File: src/rtl/id_ex_operand_stage.sv
// ID/EX pipeline register with the EX-side operand logic that feeds the 32-bit ALU:
// ALU control decode, immediate extension, EX/MEM and MEM/WB forwarding, and
// destination/write-enable selection for write-back.
module id_ex_operand_stage #(
  parameter int XLEN = 32
) (
  input  logic            clk,
  input  logic            rst,
  input  logic            stall,
  input  logic            flush,
  input  logic            id_valid,
  input  logic [XLEN-1:0] id_rs_data,
  input  logic [XLEN-1:0] id_rt_data,
  input  logic [15:0]     id_imm16,
  input  logic [4:0]      id_rs,
  input  logic [4:0]      id_rt,
  input  logic [4:0]      id_rd,
  input  logic [1:0]      id_alu_op,
  input  logic [5:0]      id_funct,
  input  logic            id_alu_src,
  input  logic            id_reg_dst,
  input  logic            id_reg_write,
  input  logic            exmem_reg_write,
  input  logic [4:0]      exmem_rd,
  input  logic [XLEN-1:0] exmem_result,
  input  logic            memwb_reg_write,
  input  logic [4:0]      memwb_rd,
  input  logic [XLEN-1:0] memwb_data,
  output logic [XLEN-1:0] alu_a,
  output logic [XLEN-1:0] alu_b,
  output logic [3:0]      alu_ctl,
  output logic [XLEN-1:0] ex_store_data,
  output logic [4:0]      ex_dst,
  output logic            ex_reg_write,
  output logic            ex_valid,
  output logic            ex_illegal
);

  // ID/EX pipeline fields
  logic            valid_r;
  logic [XLEN-1:0] rs_data_r;
  logic [XLEN-1:0] rt_data_r;
  logic [15:0]     imm_r;
  logic [4:0]      rs_r;
  logic [4:0]      rt_r;
  logic [4:0]      rd_r;
  logic [1:0]      alu_op_r;
  logic [5:0]      funct_r;
  logic            alu_src_r;
  logic            reg_dst_r;
  logic            reg_write_r;

  // EX-side combinational values
  logic [XLEN-1:0] fwd_rs_s;
  logic [XLEN-1:0] fwd_rt_s;
  logic [XLEN-1:0] imm_ext_s;
  logic            funct_ok_s;

  // Pipeline register: reset and flush both load an all-zero bubble, stall holds
  always_ff @(posedge clk) begin
    if (rst || flush) begin
      valid_r     <= 1'b0;
      rs_data_r   <= {XLEN{1'b0}};
      rt_data_r   <= {XLEN{1'b0}};
      imm_r       <= 16'd0;
      rs_r        <= 5'd0;
      rt_r        <= 5'd0;
      rd_r        <= 5'd0;
      alu_op_r    <= 2'b00;
      funct_r     <= 6'd0;
      alu_src_r   <= 1'b0;
      reg_dst_r   <= 1'b0;
      reg_write_r <= 1'b0;
    end else if (!stall) begin
      valid_r     <= id_valid;
      rs_data_r   <= id_rs_data;
      rt_data_r   <= id_rt_data;
      imm_r       <= id_imm16;
      rs_r        <= id_rs;
      rt_r        <= id_rt;
      rd_r        <= id_rd;
      alu_op_r    <= id_alu_op;
      funct_r     <= id_funct;
      alu_src_r   <= id_alu_src;
      reg_dst_r   <= id_reg_dst;
      reg_write_r <= id_reg_write;
    end
  end

  // ALU control decode from the registered ALUOp/funct; unknown R-type funct defaults to ADD
  always_comb begin
    alu_ctl    = 4'b0010;
    funct_ok_s = 1'b1;
    case (alu_op_r)
      2'b00: alu_ctl = 4'b0010;
      2'b01: alu_ctl = 4'b0110;
      2'b11: alu_ctl = 4'b0001;
      2'b10: begin
        case (funct_r)
          6'b100000: alu_ctl = 4'b0010;
          6'b100010: alu_ctl = 4'b0110;
          6'b100100: alu_ctl = 4'b0000;
          6'b100101: alu_ctl = 4'b0001;
          6'b100111: alu_ctl = 4'b1100;
          6'b101010: alu_ctl = 4'b0111;
          default: begin
            alu_ctl    = 4'b0010;
            funct_ok_s = 1'b0;
          end
        endcase
      end
      default: alu_ctl = 4'b0010;
    endcase
  end

  // Forwarding for rs: EX/MEM beats MEM/WB, and $0 is never forwarded
  always_comb begin
    fwd_rs_s = rs_data_r;
    if ((rs_r != 5'd0) && exmem_reg_write && (exmem_rd == rs_r)) begin
      fwd_rs_s = exmem_result;
    end else if ((rs_r != 5'd0) && memwb_reg_write && (memwb_rd == rs_r)) begin
      fwd_rs_s = memwb_data;
    end else begin
      fwd_rs_s = rs_data_r;
    end
  end

  // Forwarding for rt, shared by the b operand and the store data path
  always_comb begin
    fwd_rt_s = rt_data_r;
    if ((rt_r != 5'd0) && exmem_reg_write && (exmem_rd == rt_r)) begin
      fwd_rt_s = exmem_result;
    end else if ((rt_r != 5'd0) && memwb_reg_write && (memwb_rd == rt_r)) begin
      fwd_rt_s = memwb_data;
    end else begin
      fwd_rt_s = rt_data_r;
    end
  end

  // Operand selection and write-back control; OR-immediate zero-extends, all else sign-extends
  always_comb begin
    if (alu_op_r == 2'b11) begin
      imm_ext_s = {{(XLEN-16){1'b0}}, imm_r};
    end else begin
      imm_ext_s = {{(XLEN-16){imm_r[15]}}, imm_r};
    end
    alu_a         = fwd_rs_s;
    alu_b         = alu_src_r ? imm_ext_s : fwd_rt_s;
    ex_store_data = fwd_rt_s;
    ex_dst        = reg_dst_r ? rd_r : rt_r;
    ex_valid      = valid_r;
    ex_illegal    = valid_r & ~funct_ok_s;
    ex_reg_write  = valid_r & reg_write_r & funct_ok_s;
  end

endmodule

File: config.mk
export PLATFORM = sky130hd
export DESIGN_NAME = id_ex_operand_stage
export DESIGN_NICKNAME = d
export VERILOG_FILES = /design/src/rtl/id_ex_operand_stage.sv
export SDC_FILE = /design/constraint.sdc
export NUM_CORES = 1
export LEC_CHECK = 0
export BUFFER_PORTS_ARGS = -buffer_cell sky130_fd_sc_hd__buf_2
export CAP_MARGIN = 20
export CORE_AREA = 2 2 128 130
export DETAILED_ROUTE_END_ITERATION = 8
export DIE_AREA = 0 0 130 132
export HOLD_SLACK_MARGIN = 0.15
export PLACE_DENSITY = 0.7
export SETUP_SLACK_MARGIN = 0.1
export SLEW_MARGIN = 20
export SYNTH_ARGS = -nofsm -noshare
export SYNTH_HDL_FRONTEND = slang
export SYNTH_SLANG_ARGS = --single-unit
File: constraint.sdc
create_clock -name clk -period 3 [get_ports clk]
set_clock_uncertainty 0.05 [all_clocks]
set_input_delay 0.45 -clock clk [delete_from_list [all_inputs] [get_ports clk]]
set_output_delay 0.45 -clock clk [all_outputs]
set_load 0.005 [all_outputs]
Word-level counts from Yosys, hierarchy flattened
Cells that the tools add are included.
- equality and inequality tests: 13
- muxes and demuxes: 11
- reductions and logical operators: 13
- bitwise gates (word level): 4
- operators by type and width (kind ; number):
    $mux W32 ; 6
    $eq A6 B6 Y1 const B ; 6
    $eq A5 B5 Y1 ; 4
    $pmux W4 S5 ; 1
    $pmux W4 S4 ; 1
    $reduce_bool A5 Y1 ; 2
    $logic_and A1 B1 Y1 ; 8
    $reduce_or A6 Y1 ; 1
    $mux W5 ; 1
    $eq A2 B2 Y1 const B ; 2
    $and A1 B1 Y1 ; 3
    $eq A2 B1 Y1 const B ; 1
    $logic_not A2 Y1 ; 1
    $mux W1 ; 2
    $logic_or A1 B1 Y1 ; 1
    $not A1 Y1 ; 1
- flip-flop bits (word level): 107
- logic and storage cells: 53
- bits of input ports: 187
- output and inout bits: 108

Depth between registers and ports, before layout
Gate-level depths: netlist of run 1.
- word-level depth: 6
- depth in mapped cells: 8
- depth with buffers taken out: 5

Least setup slack after synthesis of run 1
OpenSTA, ideal clock, no wires.
- kind: input-to-output
- start: input port exmem_rd[2]
- end: output port alu_b[5]
- required time: 2500 ps
- stages: 7
- arrival: 1734 ps
- path slack: 766 ps
- path buffers: 2
- cells stage by stage: xor2_1 nor4_1 and2_1 buf_4 nor2_4 buf_4 a221oi_1
- longest elaborated chain between the ends: 4
- ends and longest elaborated chain (item ; line ; text):
    start, declared ; 24 ; input logic [4:0] exmem_rd,
    $eq A5 B5 Y1 ; 131 ; if ((rt_r != 5'd0) && exmem_reg_write && (exmem_rd == rt_r)) begin
    $logic_and A1 B1 Y1 ; 131 ;
    $mux W32 ; 131 ;
    $mux W32 ; 148 ; alu_b = alu_src_r ? imm_ext_s : fwd_rt_s;
    end, declared ; 30 ; output logic [XLEN-1:0] alu_b,
Every way passes these cells.

Final worst setup path of run 1
- start: register rt_r[2]
- end: output port alu_b[31]
- longest elaborated chain between the ends: 6
- elaborated cells on any way between the ends: 10
- those cells by class: 2 x eq/ne; 3 x mux; 5 x reduce/logical
- ends and longest elaborated chain (item ; line ; text):
    start, declared ; 45 ; logic [4:0] rt_r;
    start signal, assigned ; 80 ; rt_r <= id_rt;
    $reduce_bool A5 Y1 ; 131, 133 ;
    $logic_and A1 B1 Y1 (2 in series) ; 133 ; end else if ((rt_r != 5'd0) && memwb_reg_write && (memwb_rd == rt_r)) begin
    $mux W32 ; 133 ;
    $mux W32 * ; 131 ;
    $mux W32 * ; 148 ;
Mark *: on every way between the ends. The rest lies on a longest branch, timed or not.

==> reports/results.md, run 1 <==
### Timing
• part of the cycle the worst path needs: 0.944
• actual slew at the worst max-slew pin: 0.701 ns
• time the worst path needs with I/O delays and setup: 2.83 ns
• Final Hold Vio Count: 0
• endpoints failing setup: 0
• worst slew margin relative to its limit: 0.532
• unrepaired setup endpoints after global routing: yes
• upper clock frequency limit: 353 MHz
• Final Max Tran Viols: 0
• setup TNS: 0 ns

### Clock network
• TritonCTS Buffers: 9
• TritonCTS clock tree: yes
• worst-skew pair later-pin latency: 0.35 ns
• clock slew at reported path FFs: 0.07 ns
• Hold Buf Count CTS: 0
• number of sinks driven by the clock tree: 107
• level count of the clock H-tree: 3
• maximum clock insertion buffer count: 2
• cell at the root of the clock tree: sky130_fd_sc_hd__clkbuf_16

### Floorplan
• area enclosed by the die boundary: 0.0172 mm²
• core area: 0.0157 mm²
• initial core utilization: 0.397
• die boundary height: 132 µm
• horizontal extent of the die: 130 µm
• Row Count: 46
• IO Pins: 295

### Detailed routing
• iteration-0 DRC count of the detailed router: 369
• average via count per standard cell: 5.12
• number of nets with antenna violations after routing: 0
• total vias in the final route: 6232
• Avg WL per Cell: 17.6 µm
• 1st-pass router iterations: 4
• wire length reported by the detailed router: 21.4 mm
• Post-route DRC: 0

### Synthesis
• Yosys warning total: 0
• number of synthesized flops with an enable pin: 0
• share of synthesized area occupied by flip-flops and latches: 0.343
• area of the mapped netlist: 0.00624 mm²
• Synth Flop Type: sky130_fd_sc_hd__dfxtp_1
• async set or reset register ratio after synthesis: 0
• cell types occupying the most area after synthesis: sky130_fd_sc_hd__dfxtp_1 34%, sky130_fd_sc_hd__mux2i_1 25%, sky130_fd_sc_hd__nor2_1 9.5%
• post-synthesis register bit count: 107
• distinct cell type count after synthesis: 47
• Syn Inst Count: 720
• list of most frequent post-synthesis cells: 158 x sky130_fd_sc_hd__nor2_1, 153 x sky130_fd_sc_hd__mux2i_1, 107 x sky130_fd_sc_hd__dfxtp_1
• most frequent cell after synthesis: sky130_fd_sc_hd__nor2_1
• average instance area after synthesis: 8.66 µm²
• area share of the largest cell type after synthesis: 0.343
• post-synthesis net count: 907
• library cell with the largest summed area after synthesis: sky130_fd_sc_hd__dfxtp_1

### Outcome
• status: complete, no violations

### GRT
• number of antenna violations at the first check in global routing: 2
• overall overflow remaining after global route: 0
• wire length of the first global-routing pass: 32.1 mm
• pin count of the biggest net entering global routing: 65
• Overall Global Routing Usage: 0.241
• number of global-route vias before repair: 5686

### Cells and area
• fraction of layout instances using a drive strength above 1: 0.390
• Final Instance Count excl. Fillers: 1217
• area growth from synthesis to final layout: 34.2%
• Net count, final: 1182

### Setup path
• delay contributed by the slowest stage of the critical path: 0.37 ns
• kind of launch point of the worst setup path: register
• slowest CP cell: sky130_fd_sc_hd__nor4_2
• worst path required time: 2.50 ns
• R2R Setup Slk: 1.76 ns
• critical-path cell list: xor2_1 -> nor4_2 -> buf_4 -> buf_4 -> nand2_2 -> buf_12 -> o31a_1 -> o31ai_2 -> buf_2
• category of the most critical setup path: register to primary output
• data arrival time at the worst-slack endpoint: 2.33 ns
• worst r2r src: alu_src_r$_SDFFE_PP0N_
• type of destination of the critical path: primary output
• worst reg2reg path endpoint: alu_src_r$_SDFFE_PP0N_
• CP Max Fanout: 64
• R2R depth: 3
• Crit path top cell by count: sky130_fd_sc_hd__buf_4

### Worst hold path
• end point of the worst hold path: funct_r[1]$_SDFFE_PP0N_
• beginning of the worst hold path: id_funct[1]
• Hold Path Class: primary input to register
• Worst Hold Depth: 3

### Power
• standby leakage power: 4.01 nW
• proportion of total power due to net switching: 0.263
• worst vdd ir: 0.316 mV
• Psw: 0.000843 W
• cell internal pwr: 0.00236 W
• fraction of power consumed by the clock network: 0.351
• Cell Pwr Density: 383 mW/mm²
• sequential share of power: 0.469
• relative contribution of combinational cells to total power: 0.179

### Place
• DP Wirelength: 16.1 mm
• total placed cells including tap cells: 1187
• RD Place Congestion: 0.931
• buffers added on ports: 294

### Flow run
• max cap viols: 0

[flip-flops by register name (all words and copies together), names as in the netlist]
register     cells
rt_data_r       32
imm_r           16
reg_write_r      1
rs_r             5
rd_r             5
ex_valid         1
reg_dst_r        1
funct_r          6
rt_r             5
alu_src_r        1
rs_data_r       32
alu_op_r         2
[area by class of cell]
cell class | count | area (µm²)
Sequential cell | 107 | 2150
Fill cell | 1509 | 7340
Clock buffer | 13 | 260
Antenna cell | 1 | 2.50
Tap cell | 216 | 270
Multi-Input combinational cell | 536 | 3810
Clock inverter | 3 | 22.5
Inverter | 20 | 75.1
Timing Repair Buffer | 321 | 1780
[stage by stage]
stage               hold slack, ns  total power (W)  utilization  setup WS (ns)  cell area [µm²]
floorplan                    0.405          0.00182            -          0.766             6240
global placement             0.423          0.00209        0.504          0.204             7910
finish                       0.274          0.00321        0.533          0.168             8370
detailed placement           0.433          0.00209        0.504          0.179             7910
CTS                          0.262          0.00324        0.525          0.110             8250
global route                 0.270          0.00336        0.532         0.0617             8370
[timing repair]
item                                    CTS  global route
gates resized for setup                   4             9
buffers inserted                          3            10
endpoints found under the hold margin     0             0
endpoints found under the setup margin   16            31
pin swaps                                 2             2
[power by group through the flow]
stage | Sequential, W | Clock [W] | Combinational (W)
floorplan | 0.00152 | 0 | 0.000300
global placement | 0.00153 | 0 | 0.000553
detailed placement | 0.00154 | 0 | 0.000559
CTS | 0.00150 | 0.00117 | 0.000567
global route | 0.00151 | 0.00123 | 0.000626
finish | 0.00150 | 0.00113 | 0.000575
[cells in the final DEF, fill, tap and decap left out, types with 3 or more instances in the layout]
master	synthesis	routed
sky130_fd_sc_hd__buf_2	12	293
sky130_fd_sc_hd__mux2i_1	153	153
sky130_fd_sc_hd__o31ai_1	16	16
sky130_fd_sc_hd__buf_12	1	8
sky130_fd_sc_hd__clkbuf_16	0	9
sky130_fd_sc_hd__and3_2	6	6
sky130_fd_sc_hd__dfxtp_2	0	4
sky130_fd_sc_hd__nor4_4	1	3
sky130_fd_sc_hd__mux2_2	5	5
sky130_fd_sc_hd__buf_4	3	19
sky130_fd_sc_hd__nor2_1	158	157
sky130_fd_sc_hd__xnor2_1	8	8
sky130_fd_sc_hd__nor3_1	15	15
sky130_fd_sc_hd__and3_1	12	12
sky130_fd_sc_hd__inv_1	20	20
sky130_fd_sc_hd__o21ai_1	30	30
sky130_fd_sc_hd__a221oi_1	12	7
sky130_fd_sc_hd__nand4_1	3	3
sky130_fd_sc_hd__nand2_1	39	38
sky130_fd_sc_hd__xor2_1	11	11
sky130_fd_sc_hd__dfxtp_1	107	103
sky130_fd_sc_hd__o21ai_0	4	4
sky130_fd_sc_hd__a21oi_1	17	17
sky130_fd_sc_hd__a221oi_2	19	24
[how the worst max path moves through the flow]
stage / startpoint / end / slack [ns] / cells past startpoint
floorplan: exmem_rd[2] / alu_b[5] / 0.77 / 7
global placement: exmem_rd[2] / alu_b[3] / 0.20 / 8
detailed placement: exmem_rd[2] / alu_b[3] / 0.18 / 8
CTS: rt_r[3]$_SDFFE_PP0N_ / alu_b[3] / 0.11 / 8
global route: rt_r[2]$_SDFFE_PP0N_ / alu_b[31] / 0.06 / 9
finish: rt_r[2]$_SDFFE_PP0N_ / alu_b[31] / 0.17 / 9
[metal layers]
metal,track usage,up-vias,part of all wire
met5,0,-,0.00075
met4,0.0735,2,0.021
met3,0.0548,33,0.072
met2,0.373,249,0.46
met1,0.332,2863,0.45
li1,-,3085,-
[worst max-delay path: cells and delay by family (launching register included)]
| kind | cells | cell delay (ns) |
|---|---|---|
| and+or+nand+nor | 2 | 0.43 |
| DFF | 1 | 0.36 |
| xor gates and xnor gates | 1 | 0.18 |
| AOI/OAI and AO/OA | 2 | 0.32 |
| buffers and inverters | 4 | 0.67 |
[cell families (layout without fill, tap and decap cells)]
group | Yosys count | in the layout | share of synthesized area
AND/OR/NAND/NOR | 250 | 250 | 0.178
XOR/XNOR | 19 | 19 | 0.0267
AO/OA/AOI/OAI | 107 | 107 | 0.136
flip-flops | 107 | 107 | 0.343
buffers and inverters | 77 | 357 | 0.0568
multiplexers | 160 | 160 | 0.259
other | 0 | 1 | 0
(Power assumes the default switching activity.)
==> run 2: changes to the inputs <==
ABC_AREA = 1   (was default)
CORE_AREA = 2 2 133 135   (was 2 2 128 130)
DIE_AREA = 0 0 135 137   (was 0 0 130 132)
PLACE_DENSITY = 0.68   (was 0.7)
==> reports/results.md, run 2 <==
### Detailed routing
• top routing layer in use: met5
• Post-route DRC: 0, unchanged
• total vias in the final route: 7753, +24%
• 1st-pass router iterations: 7, +3
• iteration-0 DRC count of the detailed router: 474, +28%
• average via count per standard cell: 5.16, +0.73%
• total routed wire length on the met1 layer: 10.8 mm, +13%
• sum of met3 wire segment lengths after detailed routing: 1.99 mm, +29%
• Avg WL per Cell: 16.8 µm, -4.2%
• wire length reported by the detailed router: 25.3 mm, +18%
• number of nets with antenna violations after routing: 0, unchanged
• WL met2: 12.0 mm, +23%

### Timing
• Final Hold Vio Count: 0, unchanged
• worst slew margin relative to its limit: 0.433, -0.0989
• Final Max Tran Viols: 0, unchanged
• time the worst path needs with I/O delays and setup: 2.74 ns, -0.0889 ns
• unrepaired setup endpoints after global routing: no
• actual slew at the worst max-slew pin: 0.847 ns, +0.146 ns
• Post-Route Hold Slack: 0.276 ns, +0.00115 ns
• post-route setup slack: 0.257 ns, +0.0889 ns
• setup TNS: 0 ns, unchanged
• part of the cycle the worst path needs: 0.914, -0.0296
• endpoints failing setup: 0, unchanged
• upper clock frequency limit: 365 MHz, +3.2%

### Synthesis
• library cell with the largest summed area after synthesis: sky130_fd_sc_hd__dfxtp_1
• area of the mapped netlist: 0.00669 mm², +7.3%
• async set or reset register ratio after synthesis: 0, unchanged
• post-synthesis register bit count: 107, unchanged
• area share of the largest cell type after synthesis: 0.320, -0.0234
• post-synthesis net count: 1209, +33%
• share of synthesized area occupied by flip-flops and latches: 0.320, -0.0234
• Synth Flop Type: sky130_fd_sc_hd__dfxtp_1
• cell types occupying the most area after synthesis: sky130_fd_sc_hd__dfxtp_1 32%, sky130_fd_sc_hd__nand2_1 19%, sky130_fd_sc_hd__nand3_1 8.0%
• number of synthesized flops with an enable pin: 0, unchanged
• Syn Inst Count: 1022, +42%
• list of most frequent post-synthesis cells: 339 x sky130_fd_sc_hd__nand2_1, 107 x sky130_fd_sc_hd__dfxtp_1, 107 x sky130_fd_sc_hd__nand3_1
• Yosys warning total: 0, unchanged
• average instance area after synthesis: 6.55 µm², -24%
• most frequent cell after synthesis: sky130_fd_sc_hd__nand2_1
• distinct cell type count after synthesis: 31, -34%

### Setup path
• delay contributed by the slowest stage of the critical path: 0.34 ns, -0.03 ns
• worst r2r src: alu_src_r$_SDFFE_PP0N_
• CP Max Fanout: 22, -66%
• delay-heaviest family, CP: simple AND/OR/NAND/NOR gates
• R2R depth: 3, unchanged
• data arrival time at the worst-slack endpoint: 2.24 ns, -0.09 ns
• worst reg2reg path endpoint: alu_src_r$_SDFFE_PP0N_
• R2R Setup Slk: 1.47 ns, -0.29 ns
• Crit path top cell by count: sky130_fd_sc_hd__nand2_1
• number of stages on the worst setup path: 11, +2
• slowest CP cell: sky130_fd_sc_hd__dfxtp_1
• type of destination of the critical path: primary output
• critical-path cell list: inv_2 -> nand2_1 -> nand2_1 -> nand2_1 -> nor2_4 -> buf_4 -> nand3_1 -> nand3_2 -> nand3_1 -> nand2_1 -> buf_2
• kind of launch point of the worst setup path: register
• CP bufs+invs: 3, -1
• category of the most critical setup path: register to primary output
• worst path required time: 2.50 ns, about the same

### Worst hold path
• Worst Hold Depth: 3, unchanged
• beginning of the worst hold path: id_imm16[10]
• end point of the worst hold path: imm_r[10]$_SDFFE_PP0N_
• Hold Path Class: primary input to register

### Clock network
• maximum clock insertion buffer count: 2, unchanged
• clock slew at reported path FFs: 0.08 ns, about the same
• level count of the clock H-tree: 3, unchanged
• worst-skew pair later-pin latency: 0.35 ns, about the same
• number of sinks driven by the clock tree: 107, unchanged
• TritonCTS Buffers: 9, unchanged
• TritonCTS clock tree: yes
• cell at the root of the clock tree: sky130_fd_sc_hd__clkbuf_16

### Outcome
• status: complete, no violations

### Floorplan
• die boundary height: 137 µm, +3.8%
• Row Count: 48, +4.3%
• IO Pins: 295, unchanged
• core area: 0.0171 mm², +8.6%
• area enclosed by the die boundary: 0.0185 mm², +7.8%
• horizontal extent of the die: 135 µm, +3.8%
• initial core utilization: 0.392, -0.00457

### Cells and area
• fraction of layout instances using a drive strength above 1: 0.300, -0.0901
• leading cell type in the layout, fill and taps excluded: sky130_fd_sc_hd__nand2_1
• Net count, final: 1459, +23%
• layout filler cell count: 1790, +19%
• Top Registers: rs_data_r: 32 flops, rt_data_r: 32 flops, imm_r: 16 flops
• area growth from synthesis to final layout: 28.4%
• most used cells in the layout excluding fill and tap cells: 339 x sky130_fd_sc_hd__nand2_1, 293 x sky130_fd_sc_hd__buf_2, 107 x sky130_fd_sc_hd__nand3_1, 107 x sky130_fd_sc_hd__dfxtp_1, 64 x sky130_fd_sc_hd__nand3b_1

### GRT
• pin count of the biggest net entering global routing: 79, +22%
• wire length of the first global-routing pass: 37.4 mm, +17%
• number of global-route vias before repair: 7064, +24%
• number of antenna violations at the first check in global routing: 2, unchanged
• Overall Global Routing Usage: 0.262, +0.0210
• overall overflow remaining after global route: 0, unchanged

### Place
• DP Worst Slack: 0.264 ns, +0.0842 ns
• DP Wirelength: 18.4 mm, +14%
• buffers added on ports: 294, unchanged
• RD Place Congestion: 0.887, -4.8%

### Power
• post-layout power: 0.00345 W, +7.7%
• worst vdd ir: 0.272 mV, -14%
• Cell Pwr Density: 402 mW/mm², +4.9%
• standby leakage power: 4.56 nW, +14%

### Flow run
• max cap viols: 0, unchanged

run 2: cell count changes after synthesis, moves of 48 or more:
cell                       before  now
sky130_fd_sc_hd__a211oi_1       1   49
sky130_fd_sc_hd__mux2i_1      153    0
sky130_fd_sc_hd__nand2_1       39  339
sky130_fd_sc_hd__nand3_1        0  107
sky130_fd_sc_hd__nand3b_1       1   64
sky130_fd_sc_hd__nor2_1       158   56
run 2: worst max path at each step:
stage | startpoint | end | slack [ns]
5_1_grt | rs_r[3]$_SDFFE_PP0N_ | alu_a[31] | 0.15
3_3_place_gp | memwb_rd[3] | alu_b[0] | 0.30
6_report | rt_r[4]$_SDFFE_PP0N_ | alu_b[2] | 0.26
2_1_floorplan | exmem_rd[0] | ex_store_data[10] | 1.19
3_5_place_dp | memwb_rd[4] | alu_b[0] | 0.26
4_1_cts | rt_r[2]$_SDFFE_PP0N_ | alu_b[2] | 0.19
run 2: cell families after synthesis:
group | Yosys count | synth area share
simple gates | 653 | 0.475
buf+inv | 140 | 0.0924
compound gates | 119 | 0.108
flops | 107 | 0.320
xor+xnor | 3 | 0.00393
run 2: repair_timing:
action	4_1_cts	5_1_grt
hold buffers	0	0
setup buffers	0	2
pin swaps	0	1
gates resized for setup	1	1
endpoints found under the setup margin	6	11
run 2: per-stage QoR:
| step | instances | utilization | area (µm²) |
|---|---|---|---|
| CTS | 1500 | 0.502 | 8570 |
| global route | 1503 | 0.504 | 8590 |
| detailed placement | 1484 | 0.484 | 8250 |
| global placement | 1484 | 0.484 | 8250 |
| finish | 1503 | 0.504 | 8590 |
| floorplan | 1022 | - | 6690 |
run 2: per-layer routing:
layer | global-route usage | up-vias
met5 | 0 | -
met4 | 0.0781 | 2
met3 | 0.0585 | 34
met2 | 0.451 | 330
met1 | 0.328 | 3546
li1 | - | 3841
run 2: worst min-delay path, delay by kind of cell:
family,cells,cell delay [ns]
AO/OA/AOI/OAI,1,0.05
buffers and inverters,1,0.09
AND/OR/NAND/NOR,1,0.05
run 2: final cells by class:
type	count	area, µm²	share of cell area
Sequential cell	107	2140	0.249
Multi-Input combinational cell	775	3950	0.459
Tap cell	225	282	0.0328
Clock inverter	6	87.6	0.0102
Antenna cell	1	2.50	0.000291
Inverter	65	244	0.0284
Timing Repair Buffer	314	1660	0.193
Clock buffer	10	229	0.0266
run 2: power by group:
group | internal, W | switching, W
Clock | 0.000736 | 0.000567
Sequential | 0.00147 | 0.0000275
Combinational | 0.000266 | 0.000384
Total | 0.00247 | 0.000978
==> run 3: changes to the inputs <==
--- a/config.mk
+++ b/config.mk
@@ -7,11 +7,12 @@
 export LEC_CHECK = 0
 export ABC_AREA = 1
+export ABC_CLOCK_PERIOD_IN_PS = 3000
 export BUFFER_PORTS_ARGS = -buffer_cell sky130_fd_sc_hd__buf_2
 export CAP_MARGIN = 20
-export CORE_AREA = 2 2 133 135
+export CORE_AREA = 2 2 117 119
 export DETAILED_ROUTE_END_ITERATION = 8
-export DIE_AREA = 0 0 135 137
+export DIE_AREA = 0 0 119 121
 export HOLD_SLACK_MARGIN = 0.15
-export PLACE_DENSITY = 0.68
+export PLACE_DENSITY = 0.85
 export SETUP_SLACK_MARGIN = 0.1
 export SLEW_MARGIN = 20
==> constraint.sdc (replaced) <==
create_clock -name clk -period 3 [get_ports clk]
set_clock_uncertainty 0.05 [all_clocks]
set_input_delay 0.6 -clock clk [delete_from_list [all_inputs] [get_ports clk]]
set_output_delay 0.6 -clock clk [all_outputs]
set_load 0.005 [all_outputs]
==> reports/results.md, run 3 (synthesis results as in run 2) <==
### Outcome
• status: complete, no violations

### Clock network
• worst-skew pair later-pin latency: 0.35 ns, about the same
• TritonCTS clock tree: yes
• cell at the root of the clock tree: sky130_fd_sc_hd__clkbuf_16
• maximum clock insertion buffer count: 2, unchanged
• clock slew at reported path FFs: 0.07 ns, about the same
• TritonCTS Buffers: 9, unchanged
• level count of the clock H-tree: 3, unchanged
• number of sinks driven by the clock tree: 107, unchanged

### Setup path
• data arrival time at the worst-slack endpoint: 2.13 ns, -0.11 ns
• category of the most critical setup path: register to primary output
• worst path required time: 2.35 ns, -0.15 ns
• type of destination of the critical path: primary output
• delay contributed by the slowest stage of the critical path: 0.41 ns, +0.07 ns
• delay-heaviest family, CP: simple AND/OR/NAND/NOR gates
• critical-path cell list: inv_2 -> nand2_1 -> nand3_1 -> nor2_2 -> buf_4 -> nand3b_1 -> nand3_1 -> nand2_1 -> buf_2
• kind of launch point of the worst setup path: register
• CP bufs+invs: 3, unchanged
• CP Max Fanout: 32, +45%
• slowest CP cell: sky130_fd_sc_hd__buf_4

### Cells and area
• Final Instance Count excl. Fillers: 1458, -3.0%
• leading cell type in the layout, fill and taps excluded: sky130_fd_sc_hd__nand2_1
• Top Registers: rs_data_r: 32 flops, rt_data_r: 32 flops, imm_r: 16 flops
• Net count, final: 1464, +0.34%
• fraction of layout instances using a drive strength above 1: 0.303, +0.00297
• most used cells in the layout excluding fill and tap cells: 339 x sky130_fd_sc_hd__nand2_1, 293 x sky130_fd_sc_hd__buf_2, 107 x sky130_fd_sc_hd__nand3_1, 107 x sky130_fd_sc_hd__dfxtp_1, 64 x sky130_fd_sc_hd__nand3b_1
• area growth from synthesis to final layout: 27.7%
• layout filler cell count: 1203, -33%

### GRT
• pin count of the biggest net entering global routing: 157, +99%
• wire length of the first global-routing pass: 36.1 mm, -3.6%
• overall overflow remaining after global route: 0, unchanged
• Overall Global Routing Usage: 0.317, +0.0555
• number of global-route vias before repair: 7329, +3.8%
• number of antenna violations at the first check in global routing: 2, unchanged

### Place
• total placed cells including tap cells: 1442, -2.8%
• DP Worst Slack: 0.295 ns, +0.0316 ns
• buffers added on ports: 294, unchanged
• RD Place Congestion: 0.946, +6.7%
• DP Wirelength: 17.3 mm, -6.1%

### Floorplan
• die boundary height: 121 µm, -12%
• core area: 0.0131 mm², -23%
• Row Count: 42, -13%
• area enclosed by the die boundary: 0.0144 mm², -22%
• IO Pins: 295, unchanged
• initial core utilization: 0.511, +0.119
• horizontal extent of the die: 119 µm, -12%

### Flow run
• max cap viols: 0, unchanged

### Detailed routing
• average via count per standard cell: 5.36, +4.0%
• Avg WL per Cell: 16.1 µm, -4.3%
• wire length reported by the detailed router: 23.5 mm, -7.2%
• iteration-0 DRC count of the detailed router: 759, +60%
• number of nets with antenna violations after routing: 0, unchanged
• total vias in the final route: 7820, +0.86%
• Post-route DRC: 0, unchanged
• 1st-pass router iterations: 7, unchanged

### Timing
• setup TNS: 0 ns, unchanged
• Post-Route Hold Slack: 0.414 ns, +0.139 ns
• Final Max Tran Viols: 0, unchanged
• upper clock frequency limit: 360 MHz, -1.4%
• Final Hold Vio Count: 0, unchanged
• time the worst path needs with I/O delays and setup: 2.78 ns, +0.0380 ns
• worst slew margin relative to its limit: 0.475, +0.0410
• actual slew at the worst max-slew pin: 0.786 ns, -0.0614 ns
• part of the cycle the worst path needs: 0.927, +0.0127
• post-route setup slack: 0.219 ns, -0.0380 ns
• unrepaired setup endpoints after global routing: no
• endpoints failing setup: 0, unchanged

### Power
• Cell Pwr Density: 382 mW/mm², -4.8%
• worst vdd ir: 0.229 mV, -16%
• standby leakage power: 4.55 nW, -0.27%

### Worst hold path
• Hold Path Class: register to register

[run 3: changes by cell type in the layout (fill, tap and decap cells not counted), sizes merged]
cell / before / now
clkinvlp: 0 / 2
clkbuf: 10 / 9
buf: 314 / 319
bufinv: 2 / 0
clkinv: 2 / 1
inv: 67 / 68
[run 3: worst paths after layout]
| path | start | to | slack (ns) | cells after the start |
|---|---|---|---|---|
| worst max register to register | alu_src_r$_SDFFE_PP0N_ | alu_src_r$_SDFFE_PP0N_ | 1.49 | 3 |
| worst max-delay path | rt_r[1]$_SDFFE_PP0N_ | alu_b[11] | 0.22 | 9 |
| worst min register to register | rt_data_r[22]$_SDFFE_PP0N_ | rt_data_r[22]$_SDFFE_PP0N_ | 0.41 | 2 |
| worst min-delay path | rt_data_r[22]$_SDFFE_PP0N_ | rt_data_r[22]$_SDFFE_PP0N_ | 0.41 | 2 |
[run 3: cell type report]
| cell class | instances | area [µm²] | share of cell area |
|---|---|---|---|
| timing repair buffer | 319 | 1720 | 0.202 |
| inverter | 65 | 244 | 0.0285 |
| clock inverter | 6 | 50.0 | 0.00585 |
| tap | 176 | 220 | 0.0258 |
| sequential | 107 | 2140 | 0.251 |
| multi-input combinational | 775 | 3940 | 0.461 |
| antenna | 1 | 2.50 | 0.000293 |
| clock buffer | 9 | 225 | 0.0263 |
[run 3: worst register-to-register path, delay by kind of cell, from the launching register on]
family	cells	cell delay, ns
DFF	1	0.33
AOI/OAI and AO/OA	1	0.12
buffers and inverters	2	0.87
[run 3: power breakdown]
group	internal, W	switching [W]
Sequential	0.00147	0.0000269
Combinational	0.000270	0.000374
Clock	0.000569	0.000555
[run 3: repair_timing]
action | CTS | global route
hold buffers | 0 | 0
gates resized for setup | 0 | 1
buffers inserted | 0 | 0
endpoints found under the setup margin | 0 | 13
[run 3: routing by layer]
layer	up-vias	wire length, µm	track usage	share of wire
met5	-	0	0	0
met4	0	730	0.147	0.031
met3	54	2240	0.0686	0.095
met2	432	11100	0.533	0.47
met1	3479	9470	0.389	0.40
li1	3855	-	-	-
[run 3: metrics by stage]
step / cell area, µm² / total power (W) / util
6_report: 8550 / 0.00327 / 0.653
5_1_grt: 8550 / 0.00342 / 0.653
4_1_cts: 8540 / 0.00328 / 0.653
3_5_place_dp: 8270 / 0.00217 / 0.632
3_3_place_gp: 8270 / 0.00216 / 0.632
2_1_floorplan: 6690 / 0.00186 / -
